**config.mk**
```make
export PLATFORM = sky130hd
export DESIGN_NAME = t02_bus_arbiter
export DESIGN_NICKNAME = d
export VERILOG_FILES = /design/src/rtl/t02_bus_pkg.sv /design/src/rtl/t02_rr_picker.sv /design/src/rtl/t02_bus_arbiter.sv
export SDC_FILE = /design/constraint.sdc
export NUM_CORES = 1
export LEC_CHECK = 0
export ABC_AREA = 1
export CAP_MARGIN = 25
export CORE_MARGIN = 3
export CORE_UTILIZATION = 36
export CTS_BUF_LIST = sky130_fd_sc_hd__clkbuf_8 sky130_fd_sc_hd__clkbuf_16
export DETAILED_ROUTE_END_ITERATION = 10
export HOLD_SLACK_MARGIN = 0.15
export PLACE_DENSITY = 0.78
export SYNTH_ARGS = -nofsm -noshare
export SYNTH_HDL_FRONTEND = slang
export SYNTH_SLANG_ARGS = --single-unit
```
**constraint.sdc**
```tcl
create_clock -name clk -period 1.35 [get_ports clk]
set_input_delay 0.27 -clock clk [delete_from_list [all_inputs] [get_ports clk]]
set_output_delay 0.27 -clock clk [all_outputs]
set_load 0.005 [all_outputs]
```
**src/rtl/t02_bus_pkg.sv**
```systemverilog
// Shared types and constants for the team_02 bus arbiter and its round-robin picker.
package t02_bus_pkg;

    localparam int          MAX_REQ      = 4;
    localparam logic [31:0] ARB_ERR_DATA = 32'hDEAD_BEEF;

    typedef enum logic [1:0] {IDLE, ISSUE, WAIT, DONE} arb_state_t;

    typedef logic [$clog2(MAX_REQ)-1:0] req_idx_t;

    // Distance of requester idx from the slot just after the rr pointer, modulo n.
    function automatic int rr_dist(input int idx, input int rr, input int n);
        return (idx + 2 * n - rr - 1) % n;
    endfunction

endpackage

```
**src/rtl/t02_rr_picker.sv**
```systemverilog
// Combinational round-robin select: first set request at or after (rr+1) mod NUM_REQ.
module t02_rr_picker
    import t02_bus_pkg::*;
#(
    parameter int NUM_REQ = 2
) (
    input  logic [NUM_REQ-1:0] i_req,
    input  req_idx_t           i_rr,
    output req_idx_t           o_idx,
    output logic               o_found
);

    int w_best;

    always_comb begin
        // NOTE: every output is defaulted before the loop, so no latch can be inferred.
        o_idx   = '0;
        o_found = 1'b0;
        w_best  = NUM_REQ;
        for (int i = 0; i < NUM_REQ; i++) begin
            if (i_req[i] && (rr_dist(i, int'(i_rr), NUM_REQ) < w_best)) begin
                w_best  = rr_dist(i, int'(i_rr), NUM_REQ);
                o_idx   = req_idx_t'(i);
                o_found = 1'b1;
            end
        end
    end

endmodule

```
**src/rtl/t02_bus_arbiter.sv**
```systemverilog
// Round-robin arbiter sharing the t02_wishbone_manager port among NUM_REQ requesters.
// Define T02_ARB_TIMEOUT_EN to abort transactions whose manager stays busy for TIMEOUT cycles.
module t02_bus_arbiter
    import t02_bus_pkg::*;
#(
    parameter int NUM_REQ = 2,
    parameter int TIMEOUT = 255
) (
    input  logic                  clk,
    input  logic                  rst,
    input  logic                  en,
    input  logic [NUM_REQ-1:0]    req_valid,
    input  logic [NUM_REQ-1:0]    req_we,
    input  logic [32*NUM_REQ-1:0] req_addr,
    input  logic [32*NUM_REQ-1:0] req_wdata,
    input  logic [4*NUM_REQ-1:0]  req_sel,
    output logic [NUM_REQ-1:0]    req_ack,
    output logic [31:0]           req_rdata,
    output logic                  req_err,
    output logic [1:0]            grant_id,
    output logic [31:0]           mgr_adr,
    output logic [31:0]           mgr_wdata,
    output logic [3:0]            mgr_sel,
    output logic                  mgr_write,
    output logic                  mgr_read,
    input  logic [31:0]           mgr_rdata,
    input  logic                  mgr_busy
);

    arb_state_t  r_state, w_state_nxt;
    req_idx_t    r_rr, r_grant, w_pick;
    logic        w_found, w_start, w_timeout, w_we;
    logic        r_we, r_err;
    logic [31:0] r_adr, r_wdata, r_rdata, w_adr, w_wdata;
    logic [3:0]  r_sel, w_sel;

    t02_rr_picker #(.NUM_REQ(NUM_REQ)) u_picker (
        .i_req   (req_valid),
        .i_rr    (r_rr),
        .o_idx   (w_pick),
        .o_found (w_found)
    );

    assign w_start = en && w_found && (r_state == IDLE);

    // Winner's request fields, latched on grant so the manager never sees a live req path.
    always_comb begin
        w_adr   = '0;
        w_wdata = '0;
        w_sel   = '0;
        w_we    = 1'b0;
        for (int i = 0; i < NUM_REQ; i++) begin
            if (w_pick == req_idx_t'(i)) begin
                w_adr   = req_addr[32*i +: 32];
                w_wdata = req_wdata[32*i +: 32];
                w_sel   = req_sel[4*i +: 4];
                w_we    = req_we[i];
            end
        end
    end

`ifdef T02_ARB_TIMEOUT_EN
    logic [7:0] r_cnt;

    // A manager that drops busy on the final counted cycle completes normally.
    assign w_timeout = (r_cnt == 8'(TIMEOUT - 1)) &&
                       ((r_state == ISSUE) || ((r_state == WAIT) && mgr_busy));

    always_ff @(posedge clk) begin
        if (rst || (r_state == IDLE) || (r_state == DONE)) r_cnt <= '0;
        else                                               r_cnt <= r_cnt + 8'd1;
    end
`else
    logic w_unused_cfg;

    assign w_timeout    = 1'b0;
    assign w_unused_cfg = ^8'(TIMEOUT);
`endif

    always_comb begin
        w_state_nxt = r_state;
        case (r_state)
            IDLE:    if (w_start)   w_state_nxt = ISSUE;
            ISSUE:   if (mgr_busy)  w_state_nxt = WAIT;
            WAIT:    if (!mgr_busy) w_state_nxt = DONE;
            DONE:                   w_state_nxt = IDLE;
            default:                w_state_nxt = IDLE;
        endcase
        if (w_timeout) w_state_nxt = DONE;
    end

    always_ff @(posedge clk) begin
        // NOTE: state uses non-blocking assignments so every flop samples pre-edge values.
        if (rst) begin
            r_state <= IDLE;
            r_rr    <= '0;
            r_grant <= '0;
            r_we    <= 1'b0;
            r_err   <= 1'b0;
            r_adr   <= '0;
            r_wdata <= '0;
            r_sel   <= '0;
            r_rdata <= '0;
        end else begin
            r_state <= w_state_nxt;
            if (w_start) begin
                r_grant <= w_pick;
                r_adr   <= w_adr;
                r_wdata <= w_wdata;
                r_sel   <= w_sel;
                r_we    <= w_we;
                r_err   <= 1'b0;
            end
            if (w_timeout) begin
                r_rdata <= ARB_ERR_DATA;
                r_err   <= 1'b1;
            end else if ((r_state == WAIT) && !mgr_busy && !r_we) begin
                r_rdata <= mgr_rdata;
            end
            if (r_state == DONE) r_rr <= r_grant;
        end
    end

    assign mgr_read  = (r_state == ISSUE) && !r_we;
    assign mgr_write = (r_state == ISSUE) && r_we;
    assign mgr_adr   = r_adr;
    assign mgr_wdata = r_wdata;
    assign mgr_sel   = r_sel;
    assign req_ack   = (r_state == DONE) ? ({{(NUM_REQ-1){1'b0}}, 1'b1} << r_grant) : '0;
    assign req_err   = (r_state == DONE) && r_err;
    assign req_rdata = r_rdata;
    assign grant_id  = r_grant;

endmodule

```
==> results of run 1 <==
==> critical path, delay by kind of cell, from the launching register on <==
kind	cells	cell delay, ns
flops	1	0.38
buf+inv	3	0.38
compound gates	2	0.32
simple gates	1	0.15
fa+ha+maj	1	0.13
==> timing repair <==
action | in CTS | in global routing
cloned | 4 | 7
resized for setup | 204 | 168
pin swaps | 4 | 54
setup buffers | 4 | 2
endpoints found under the setup margin | 205 | 108
==> worst max path at each step <==
| stage | from | to | slack, ns | cells past startpoint |
|---|---|---|---|---|
| detailed placement | req_valid[1] | mgr_adr[13]$_SDFFE_PP0P_ | -0.42 | 7 |
| global route | r_state[0]$_SDFFE_PP0P_ | mgr_wdata[19]$_SDFFE_PP0P_ | -0.17 | 9 |
| finish | r_state[0]$_SDFFE_PP0P_ | req_rdata[26]$_SDFFE_PP0P_ | -0.13 | 7 |
| global placement | req_valid[1] | mgr_adr[2]$_SDFFE_PP0P_ | -0.38 | 7 |
| floorplan | r_state[0]$_SDFFE_PP0P_ | mgr_adr[25]$_SDFFE_PP0P_ | 0.06 | 8 |
| CTS | r_state[0]$_SDFFE_PP0P_ | req_ack[1] | -0.16 | 4 |
==> synth_stat cells <==
library cell / number
o21bai_1: 1
nor2_2: 1
o21ai_0: 33
and2_1: 1
ha_1: 4
buf_1: 3
nand2_1: 288
conb_1: 1
buf_4: 10
clkbuf_1: 11
o21ai_1: 1
inv_1: 181
nor2_1: 215
buf_2: 24
nand3_1: 1
dfxtp_1: 105
nand3_2: 1
a21oi_1: 35
==> metrics by stage <==
stage / power (uW) / hold WS [ns] / cells / setup TNS (ns) / util, %
2_1_floorplan: 6800 / 0.426 / 917 / 0 / -
3_3_place_gp: 9620 / 0.429 / 1363 / -29.38 / 60.2
3_5_place_dp: 9730 / 0.433 / 1363 / -31.65 / 60.2
4_1_cts: 12800 / 0.440 / 1387 / -4.33 / 63.9
5_1_grt: 14900 / 0.460 / 1395 / -10.79 / 69.0
6_report: 14000 / 0.441 / 1395 / -3.32 / 69.0
==> flip-flops by register name (all words and copies together) (netlist names) <==
| signal | cells |
|---|---|
| grant_id | 1 |
| mgr_adr | 32 |
| mgr_sel | 4 |
| mgr_wdata | 32 |
| r_rr | 1 |
| r_state | 2 |
| r_we | 1 |
| req_rdata | 32 |
==> cell families after synthesis <==
kind of cell	after synthesis	synth area share, %
adder cells (fa/ha/maj)	4	0.935
AO/OA/AOI/OAI	70	6.59
other	1	0.0701
buffers and inverters	229	17.3
AND/OR/NAND/NOR	507	35.8
flip-flops	105	39.3
==> routing by layer <==
layer  vias up  routed length (um)
li1       3204                   -
met1      2695                7440
met2       247                9810
met3        43                1710
met4         0                 630
met5         -                   0
==> area by class of cell <==
type / count / area (sq um) / area share [%]
Inverter: 181 / 688 / 7.03
Multi-Input combinational cell: 583 / 2970 / 30.3
Sequential cell: 105 / 2130 / 21.8
Tap cell: 180 / 225 / 2.30
Clock inverter: 7 / 101 / 1.03
Timing Repair Buffer: 330 / 3450 / 35.3
Clock buffer: 9 / 225 / 2.30
==> power groups by stage <==
stage	combinational (uW)	sequential [uW]	clock [uW]
3_3_place_gp	5390	4230	0
5_1_grt	7500	4350	3070
3_5_place_dp	5460	4270	0
6_report	6800	4270	2920
2_1_floorplan	2500	4300	0
4_1_cts	5600	4220	2960
==> qor.csv, run 1 <==
metric,value,unit
yosysSeqAreaShare,39.3,%
max_freq,677,MHz
antenna_found_initial,0,
start_util,37.7,%
dp_hpwl,12900,um
routed_wl,19600,um
clkPwrFrac,20.8,%
layout_common_cells,"nand2_1 (254), nor2_1 (184), inv_1 (174)",
ioPinCount,283,
n_fill_cell,1166,
num_rows,43,
groute.usage.overall,20.5,%
whs_endpoint,req_rdata[3]$_SDFFE_PP0P_,
num_antenna_cells,0,
clk_pin_slew,0.08,ns
place.gp.congestion,0.812,
powerDensity,1430,nW/um^2
grt_pass1_wl,26400,um
grt_pass1_vias,5391,
failed_checks,negative setup slack,
cts_tree,built,
ys_warn_count,0,
placed_area,8560,sq um
fin_skew,0.0108,ns
path_cells,inv_4 > buf_6 > ha_4 > nand3_4 > buf_12 > o21ai_1 > a21oi_1,
pre_cts_ws,-0.424,ns
required,1.58,ns
clockBufferDepth,2,
p_leak,0.00501,uW
hold_buffers,0,
drive_above_1_share,17.7,%
route.detailed.drc,0,
die_area,16400,sq um
r2r-end,req_rdata[26]$_SDFFE_PP0P_,
hold_start,req_rdata[3]$_SDFFE_PP0P_,
p_switching,5040,uW
viasPerCell,4.44,
cts.sinks,105,
syn_avg_cell_area,5.84,sq um
worstPathArrival,1.71,ns
status,finished with violations,
timing.rr.start,r_state[0]$_SDFFE_PP0P_,
vias,6189,
setup_violations,74,
core-area,14200,sq um
cts_made_buffers,9,
p_int,8940,uW
hold_violations,0,
path_max_fanout,5,
use_met2,37.1,%
mostFrequentLayoutCell,nand2_1,
top_usage_layer,met2,
synth_area,5350,sq um
cts_root_buf,clkbuf_16,
area_growth,83.0,%
crit_type,reg -> reg,
drtPass1Iterations,4,
grtUsageMet3,6.42,%
port_buffers,280,
synth_seq_cells,105,
rsz0062_at_grt,true,
grt_start_max_net_pins,49,
timing.final.max_slew_violations,0,
clk_latency,0.35,ns
p_seq_share,30.5,%
ir_worst_vdd,711,uV
combPwrFrac,48.6,%
die_w,128,um
period_share,109,%
start_kind,flop,
worstRegToRegCells,7,
cap_viol_max_count,0,
final_nets,1390,
wl_per_cell,14.0,um
worst-r2r-setup-slack,-0.13,ns
netlist_instances,916,
yosys.area.top_type,dfxtp_1,
whs_path_depth,2,
synth_cell_types,18,
die_y,128,um
hp-class,reg -> reg,
grt-ovfl-total,0,
grt_util_met1,22.3,%
synthTopCellsByArea,"dfxtp_1 (39%), nand2_1 (20%), nor2_1 (15%), inv_1 (13%), a21oi_1 (3.3%)",
design_area,9790,sq um
endpoint_kind,flop,
period_needed,1.48,ns
cts_max_level,3,
antenna_left,0,
max_stage_delay,0.38,ns
fin_ws,-0.126,ns
cpMaxStageDelayCell,dfxtp_4,
swShare,36.1,%
yosys.area.top_type_share,39.3,%
drt_iter0_markers,208,
(Power assumes the default switching activity.)
==> run 2, diff against run 1 <==
--- a/config.mk
+++ b/config.mk
@@ -11,7 +11,7 @@
 export CORE_UTILIZATION = 36
 export CTS_BUF_LIST = sky130_fd_sc_hd__clkbuf_8 sky130_fd_sc_hd__clkbuf_16
 export DETAILED_ROUTE_END_ITERATION = 10
-export HOLD_SLACK_MARGIN = 0.15
+export HOLD_SLACK_MARGIN = 0.06
 export PLACE_DENSITY = 0.78
 export SYNTH_ARGS = -nofsm -noshare
 export SYNTH_HDL_FRONTEND = slang
==> results of run 2 <==
Final layout, timing and power as in run 1 (identical DEF).
